## config.mk

```make
export PLATFORM = sky130hd
export DESIGN_NAME = sequencer
export DESIGN_NICKNAME = d
export VERILOG_FILES = /design/src/rtl/sequencer.sv
export SDC_FILE = /design/constraint.sdc
export NUM_CORES = 1
export LEC_CHECK = 0
export ABC_AREA = 1
export CORE_ASPECT_RATIO = 0.8
export CORE_UTILIZATION = 45
export DETAILED_ROUTE_END_ITERATION = 6
export PLACE_DENSITY = 0.76
export SLEW_MARGIN = 10
export SYNTH_ARGS = -nofsm -noshare
export SYNTH_HDL_FRONTEND = slang
export SYNTH_SLANG_ARGS = --single-unit
```

## constraint.sdc

```tcl
create_clock -name clock -period 1.84 [get_ports clock]
set_clock_uncertainty 0.1 [all_clocks]
set_input_delay 0.184 -clock clock [delete_from_list [all_inputs] [get_ports clock]]
set_output_delay 0.184 -clock clock [all_outputs]
set_load 0.1 [all_outputs]
```

## src/rtl/sequencer.sv

```systemverilog
// Two-state accumulator sequencer: FETCH latches an instruction, EXEC runs it.
// Instruction word is {opcode, operand}; the operand is a data address or branch target.
module sequencer #(
    parameter int unsigned WORD_W = 8,
    parameter int unsigned OP_W   = 3
) (
    input  logic                     clock,
    input  logic                     n_reset,
    input  logic                     stall,
    output logic [WORD_W-OP_W-1:0]   Iaddress,
    input  logic [WORD_W-1:0]        Idata,
    output logic [WORD_W-OP_W-1:0]   Daddress,
    input  logic [WORD_W-1:0]        Ddata_rd,
    output logic [WORD_W-1:0]        Ddata_wr,
    output logic                     Dwe,
    output logic [WORD_W-1:0]        acc,
    output logic                     zero
);

    localparam int unsigned A_W = WORD_W - OP_W;

    localparam logic [OP_W-1:0] OpNop   = OP_W'(0);
    localparam logic [OP_W-1:0] OpLoad  = OP_W'(1);
    localparam logic [OP_W-1:0] OpStore = OP_W'(2);
    localparam logic [OP_W-1:0] OpAdd   = OP_W'(3);
    localparam logic [OP_W-1:0] OpSub   = OP_W'(4);
    localparam logic [OP_W-1:0] OpBne   = OP_W'(5);

    typedef enum logic {StFetch, StExec} state_e;

    state_e              state_q, state_d;
    logic [A_W-1:0]      pc_q, pc_d;
    logic [WORD_W-1:0]   ir_q, ir_d;
    logic [WORD_W-1:0]   acc_q, acc_d;
    logic                z_q, z_d;

    logic [OP_W-1:0]     opcode;
    logic [A_W-1:0]      operand;
    logic [WORD_W-1:0]   alu_res;

    assign opcode  = ir_q[WORD_W-1:A_W];
    assign operand = ir_q[A_W-1:0];

    // State register; reset clears everything asynchronously so Dwe drops at once
    always_ff @(posedge clock or negedge n_reset) begin
        if (!n_reset) begin
            state_q <= StFetch;
            pc_q    <= '0;
            ir_q    <= '0;
            acc_q   <= '0;
            z_q     <= 1'b1;
        end else begin
            state_q <= state_d;
            pc_q    <= pc_d;
            ir_q    <= ir_d;
            acc_q   <= acc_d;
            z_q     <= z_d;
        end
    end

    // Next-state: fetch unless stalled, then execute the latched instruction
    always_comb begin
        state_d = state_q;
        pc_d    = pc_q;
        ir_d    = ir_q;
        acc_d   = acc_q;
        z_d     = z_q;
        alu_res = '0;
        unique case (state_q)
            StFetch: begin
                if (!stall) begin
                    ir_d    = Idata;
                    pc_d    = pc_q + 1'b1;
                    state_d = StExec;
                end
            end
            StExec: begin
                state_d = StFetch;
                case (opcode)
                    OpLoad: acc_d = Ddata_rd;
                    OpAdd: begin
                        alu_res = acc_q + Ddata_rd;
                        acc_d   = alu_res;
                        z_d     = (alu_res == '0);
                    end
                    OpSub: begin
                        alu_res = acc_q - Ddata_rd;
                        acc_d   = alu_res;
                        z_d     = (alu_res == '0);
                    end
                    OpBne: begin
                        if (!z_q) begin
                            pc_d = operand;
                        end
                    end
                    // STORE acts only through Dwe; NOP and undefined opcodes do nothing
                    OpStore, OpNop: ;
                    default: ;
                endcase
            end
            default: state_d = StFetch;
        endcase
    end

    // Memory-facing outputs are pure decodes of the registered state
    always_comb begin
        Iaddress = pc_q;
        Daddress = (state_q == StExec) ? operand : '0;
        Dwe      = (state_q == StExec) && (opcode == OpStore);
        Ddata_wr = acc_q;
        acc      = acc_q;
        zero     = z_q;
    end

endmodule

```

* After elaboration in Yosys (flattened, before gate mapping)
Index checks and enable logic that the tools add are counted.
** Storage, ports and cells
- Bits in registers :: 23
- Latch bits :: 0
- Memory bits (writable) :: 0
- Memory bits (read-only) :: 0
- Bits of input ports :: 19
- Output and inout bits :: 28
- Memories kept :: 0
** Cells by class
- $add $sub $neg :: 3
- $mul :: 0
- Divide/modulo/power cells :: 0
- $lt $le $gt $ge :: 0
- Eq/ne operators :: 8
- Shift operators :: 0
- Mux-type cells :: 9
- Bitwise operators :: 2
- Reductions and logical operators :: 9
** Operator list (number)
- 8-bit one-hot mux with 3 select lines :: 1
- 5-bit 2-to-1 mux :: 4
- 8-bit logical NOT :: 2
- 5-bit one-hot mux with 2 select lines :: 1
- 8-bit adder :: 1
- 8-bit subtractor :: 1
- 3-bit by 2-bit == test with 1-bit output (second input constant) :: 2
- 3-bit == test (second input constant) :: 2
- 2-bit AND reduction :: 3
- 5-bit by 1-bit adder with 5-bit output (second input constant) :: 1
- 2-bit != test (second input constant) :: 2
- 1-bit one-hot mux with 2 select lines :: 2
- 3-bit by 1-bit == test with 1-bit output (second input constant) :: 1
- 3-bit AND reduction :: 1
- 3-bit nonzero test :: 1
- 2-bit by 1-bit != test with 1-bit output (second input constant) :: 1
- 1-bit NOT :: 2
- 2-bit nonzero test :: 1
- 1-bit logical AND :: 1
- 1-bit 2-to-1 mux :: 1

* Depth between registers and ports, before layout
- Depth in word-level cells :: 3
- Gate-level depth with buffers :: 16

* Worst setup path after synthesis
Ideal clock, no wire load.
- Kind :: reg-to-output
- Start point :: reg state_q
- End point :: out Dwe
- Arrival :: 3.437 ns
- Slack :: -1.881 ns
- Stages on the path, launching flop included :: 4
- Buffers on the path :: 1
- Path through :: dfrtp_1 > buf_2 > inv_1 > nor4_1
** On the way
- Word-level cells in the longest chain between the ends :: 1
** Ends and longest elaborated chain
- start, declared :: RTL line 31 : state_e state_q, state_d;
- start signal, assigned :: RTL line 47 : state_q <= StFetch;
- start signal, assigned :: RTL line 53 : state_q <= state_d;
- 1-bit logical AND :: RTL line 109 : Dwe = (state_q == StExec) && (opcode == OpStore);
- end, declared :: RTL line 15 : output logic Dwe,
Every way passes these cells.

* Worst setup path in the final report
- Start point :: reg acc_q[0], in the netlist Ddata_wr[0]
- End point :: reg z_q, in the netlist zero
** On the way
- Word-level cells in the longest chain between the ends :: 3
- Elaborated cells on any way between the ends :: 5
** Ends and longest elaborated chain
- start, declared :: RTL line 34 : logic [WORD_W-1:0] acc_q, acc_d;
- start signal, assigned :: RTL line 50 : acc_q <= '0;
- start signal, assigned :: RTL line 56 : acc_q <= acc_d;
- 8-bit subtractor / 8-bit adder (equally long branches) :: RTL line 87, 82
- 8-bit logical NOT, on equally long branches :: RTL line 89, 84
- 1-bit one-hot mux with 2 select lines * :: RTL line 79 : case (opcode)
- end signal, assigned :: RTL line 57 : z_q <= z_d;
- end, declared :: RTL line 35 : logic z_q, z_d;
Mark *: on every way between the ends. The rest lies on a longest branch, timed or not.
A chain may end at the register's enable or synchronous reset.

==> run summary <==
Syn Inst Count - 300
worst endpoint required time - 1.95 ns
yosys warns - 0
share of the synthesized area in the top cell type - 27.7%
Worst slew margin - 75.2%
Slew Limit Fails - 0
flops & latches, synth - 23
CP Capture Type - flip-flop
Via Count - 2,114
fin area - 3110 um^2
P&R area growth vs syn - 56.3%
Post-DP Area - 3010 um^2
Placer Congestion - 0.914
first-pass GRT wire length - 8.43 mm
Post-Place Worst Slack - -0.391 ns
global route total overflow - 0
outcome - finished with violations
worst-case clock buffer depth - 2
All-Layer GR Usage - 23.2%
MaxCap Viol Count - 0
P per Cell Area - 1930 nW/um^2
cts bufs inserted - 3
Port Buf Inserts - 46
Post-DP HPWL - 4.32 mm
HP Class - in -> async
worst r2r path cells - 13
area occupied by multi-input gates - 1270 um^2
post-synth top area cell - dfrtp_1
FF-to-FF End - zero$_DFFE_PN1P_
num rows - 21
Top Ports - 47
nets - 403
via-per-instance ratio - 5.00
Die ar. - 4700 um^2
initial DRC count - 101
CTS tree - yes
Reg2Reg Setup Slack - -0.12 ns
DRC violation count after routing - 0
CP Class - reg -> reg
CTS sink count - 23
core area - 4200 um^2
minimum clock period - 1.96 ns
worst-path maximum fanout - 3
Critical Path Source Type - flip-flop
Die X - 76.4 um
top cells by area, synth - dfrtp_1 28%, nand2_1 18%, ha_1 9.4%, inv_1 8.3%, nand3_1 5.5%
Clock Tree Root - clkbuf_8
worst slew pin tran - 0.372 ns
FF-to-FF Start - Ddata_wr[0]$_DFFE_PN0P_
Worst Slack Setup Final - -0.115 ns
# fillers - 321
starting density of the core - 47.4%
RSZ-0062 raised after global routing - yes
Final TNS setup - -0.260 ns
initial antenna violation count - 0
layout cell share with drive strength beyond 1 - 29.5%
antenna-violating nets left - 0
clock transition at the registers of the reported paths - 0.08 ns
final WL - 5.26 mm
Max VDD drop - 1.21 mV
largest net degree at the start of global routing - 24
First-pass DRT Iterations - 5
post-synthesis sequential area ratio - 29.0%
flip-flop and latch area - 604 um^2
Hold Buf Count CTS - 0
die height - 61.5 um
Syn Area/Cell - 6.64 um^2
fmax - 511 MHz
H-Tree Depth - 1
CP arrival - 2.07 ns
syn_nets - 336
wire per inst - 12.4 um
vias in the first global route - 1,760
Tcrit/Tclk final - 106%
Netlist cell types - 30
failing checks - setup timing
Clock Latency Late Sink - 0.26 ns
Leak - 1.56 nW
synthesized cell area - 1990 um^2
# setup viols final - 5
Hold Fails Final Rpt - 0
ant diodes - 0
## layout make-up
cell class	instances	share of cell area, %
clock buffers	3	1.33
clock inverters	1	0.161
repair buffers	75	29.6
flip-flops and latches	23	19.4
inverters	51	6.32
well taps	57	2.29
multi-input cells	213	40.9
## synthesized netlist by cell type, drive strengths merged
master / count
nand3: 23
nor4: 1
o21ai: 15
nand2: 97
xor2: 3
dfstp: 1
xnor2: 2
a21oi: 14
ha: 15
nand4: 4
nor2: 26
buf: 12
a22oi: 1
o22ai: 4
or2: 1
fa: 2
clkbuf: 1
a221oi: 1
a31oi: 3
dfrtp: 22
nand3b: 1
inv: 51
## cells by family after synthesis
group / count (synthesis) / synth area share (%)
buf+inv: 64 / 14.1
compound gates: 38 / 11.3
fa+ha+maj: 17 / 11.4
flops: 23 / 29.0
xor+xnor: 5 / 2.20
simple gates: 153 / 32.0
## stage by stage
step	hold slack, ns	instances	utilization, %	total power, mW
4_1_cts	0.174	423	73.8	5.97
3_3_place_gp	0.355	419	71.6	5.51
5_1_grt	0.205	423	74.0	6.34
6_report	0.162	423	74.0	6.00
3_5_place_dp	0.361	419	71.6	5.56
2_1_floorplan	-0.212	300	-	4.01
## timing repair
| item | in CTS | in global routing |
|---|---|---|
| setup buffers | 0 | 0 |
| gates resized for setup | 9 | 5 |
| pin swaps | 8 | 5 |
| setup endpoints to repair | 6 | 9 |
| hold endpoints to repair | 0 | 0 |
## cell usage in the layout (no fill, tap or decap), types with 2 or more instances in the layout
cell type        netlist  layout
o21ai_0               12       9
xor2_1                 3       3
ha_4                   0       7
xnor2_1                2       2
nand4_1                4       4
inv_1                 44      40
nor2_1                25      25
ha_1                  15       8
o22ai_1                4       4
nand2_1               97      92
fa_2                   0       2
inv_4                  0       2
a31oi_1                3       3
a21oi_1               13      12
buf_12                 0      25
buf_4                  8      32
nand3_2                1       4
o21ai_1                1       4
nand3_1               22      19
clkdlybuf4s50_1        0      18
dfrtp_1               22      12
o21ai_2                2       2
dfrtp_4                0       6
inv_2                  7       9
clkbuf_8               0       3
dfrtp_2                0       4
nand2_2                0       5
## critical path, cell delays in order (launching register included)
cell     delay [ns]
dfrtp_4        0.52
inv_4          0.08
ha_4           0.13
inv_4          0.03
fa_2           0.41
nor2_1         0.09
nand2_1        0.06
nor2_1         0.11
nand3_1        0.08
nor2_1         0.09
nand2_1        0.05
nand3_1        0.06
nand2_1        0.05
inv_1          0.05
## state kept, by name, indices dropped and copies added, names as in the netlist
name,cells
Iaddress,5
state_q,1
Ddata_wr,8
zero,1
ir_q,8
## power breakdown
group | internal (mW) | switching [mW]
Clock | 0.151 | 0.158
Sequential | 0.711 | 0.247
Combinational | 1.74 | 2.99
## layer usage
layer / vias to the layer above / GRT usage [%] / wire (um)
li1: 1074 / - / -
met1: 980 / 32.7 / 2510
met2: 56 / 39.0 / 2460
met3: 4 / 3.85 / 257
met4: 0 / 3.30 / 31
met5: - / 0 / 0
## how the worst max path moves through the flow
stage / from / end / cells after the start
2_1_floorplan: Ddata_wr[0]$_DFFE_PN0P_ / zero$_DFFE_PN1P_ / 13
3_3_place_gp: Ddata_rd[0] / zero$_DFFE_PN1P_ / 14
3_5_place_dp: Ddata_rd[0] / zero$_DFFE_PN1P_ / 14
4_1_cts: Ddata_wr[0]$_DFFE_PN0P_ / zero$_DFFE_PN1P_ / 13
5_1_grt: Ddata_wr[0]$_DFFE_PN0P_ / zero$_DFFE_PN1P_ / 13
6_report: Ddata_wr[0]$_DFFE_PN0P_ / zero$_DFFE_PN1P_ / 13
Power figures use the tool's default switching activity.
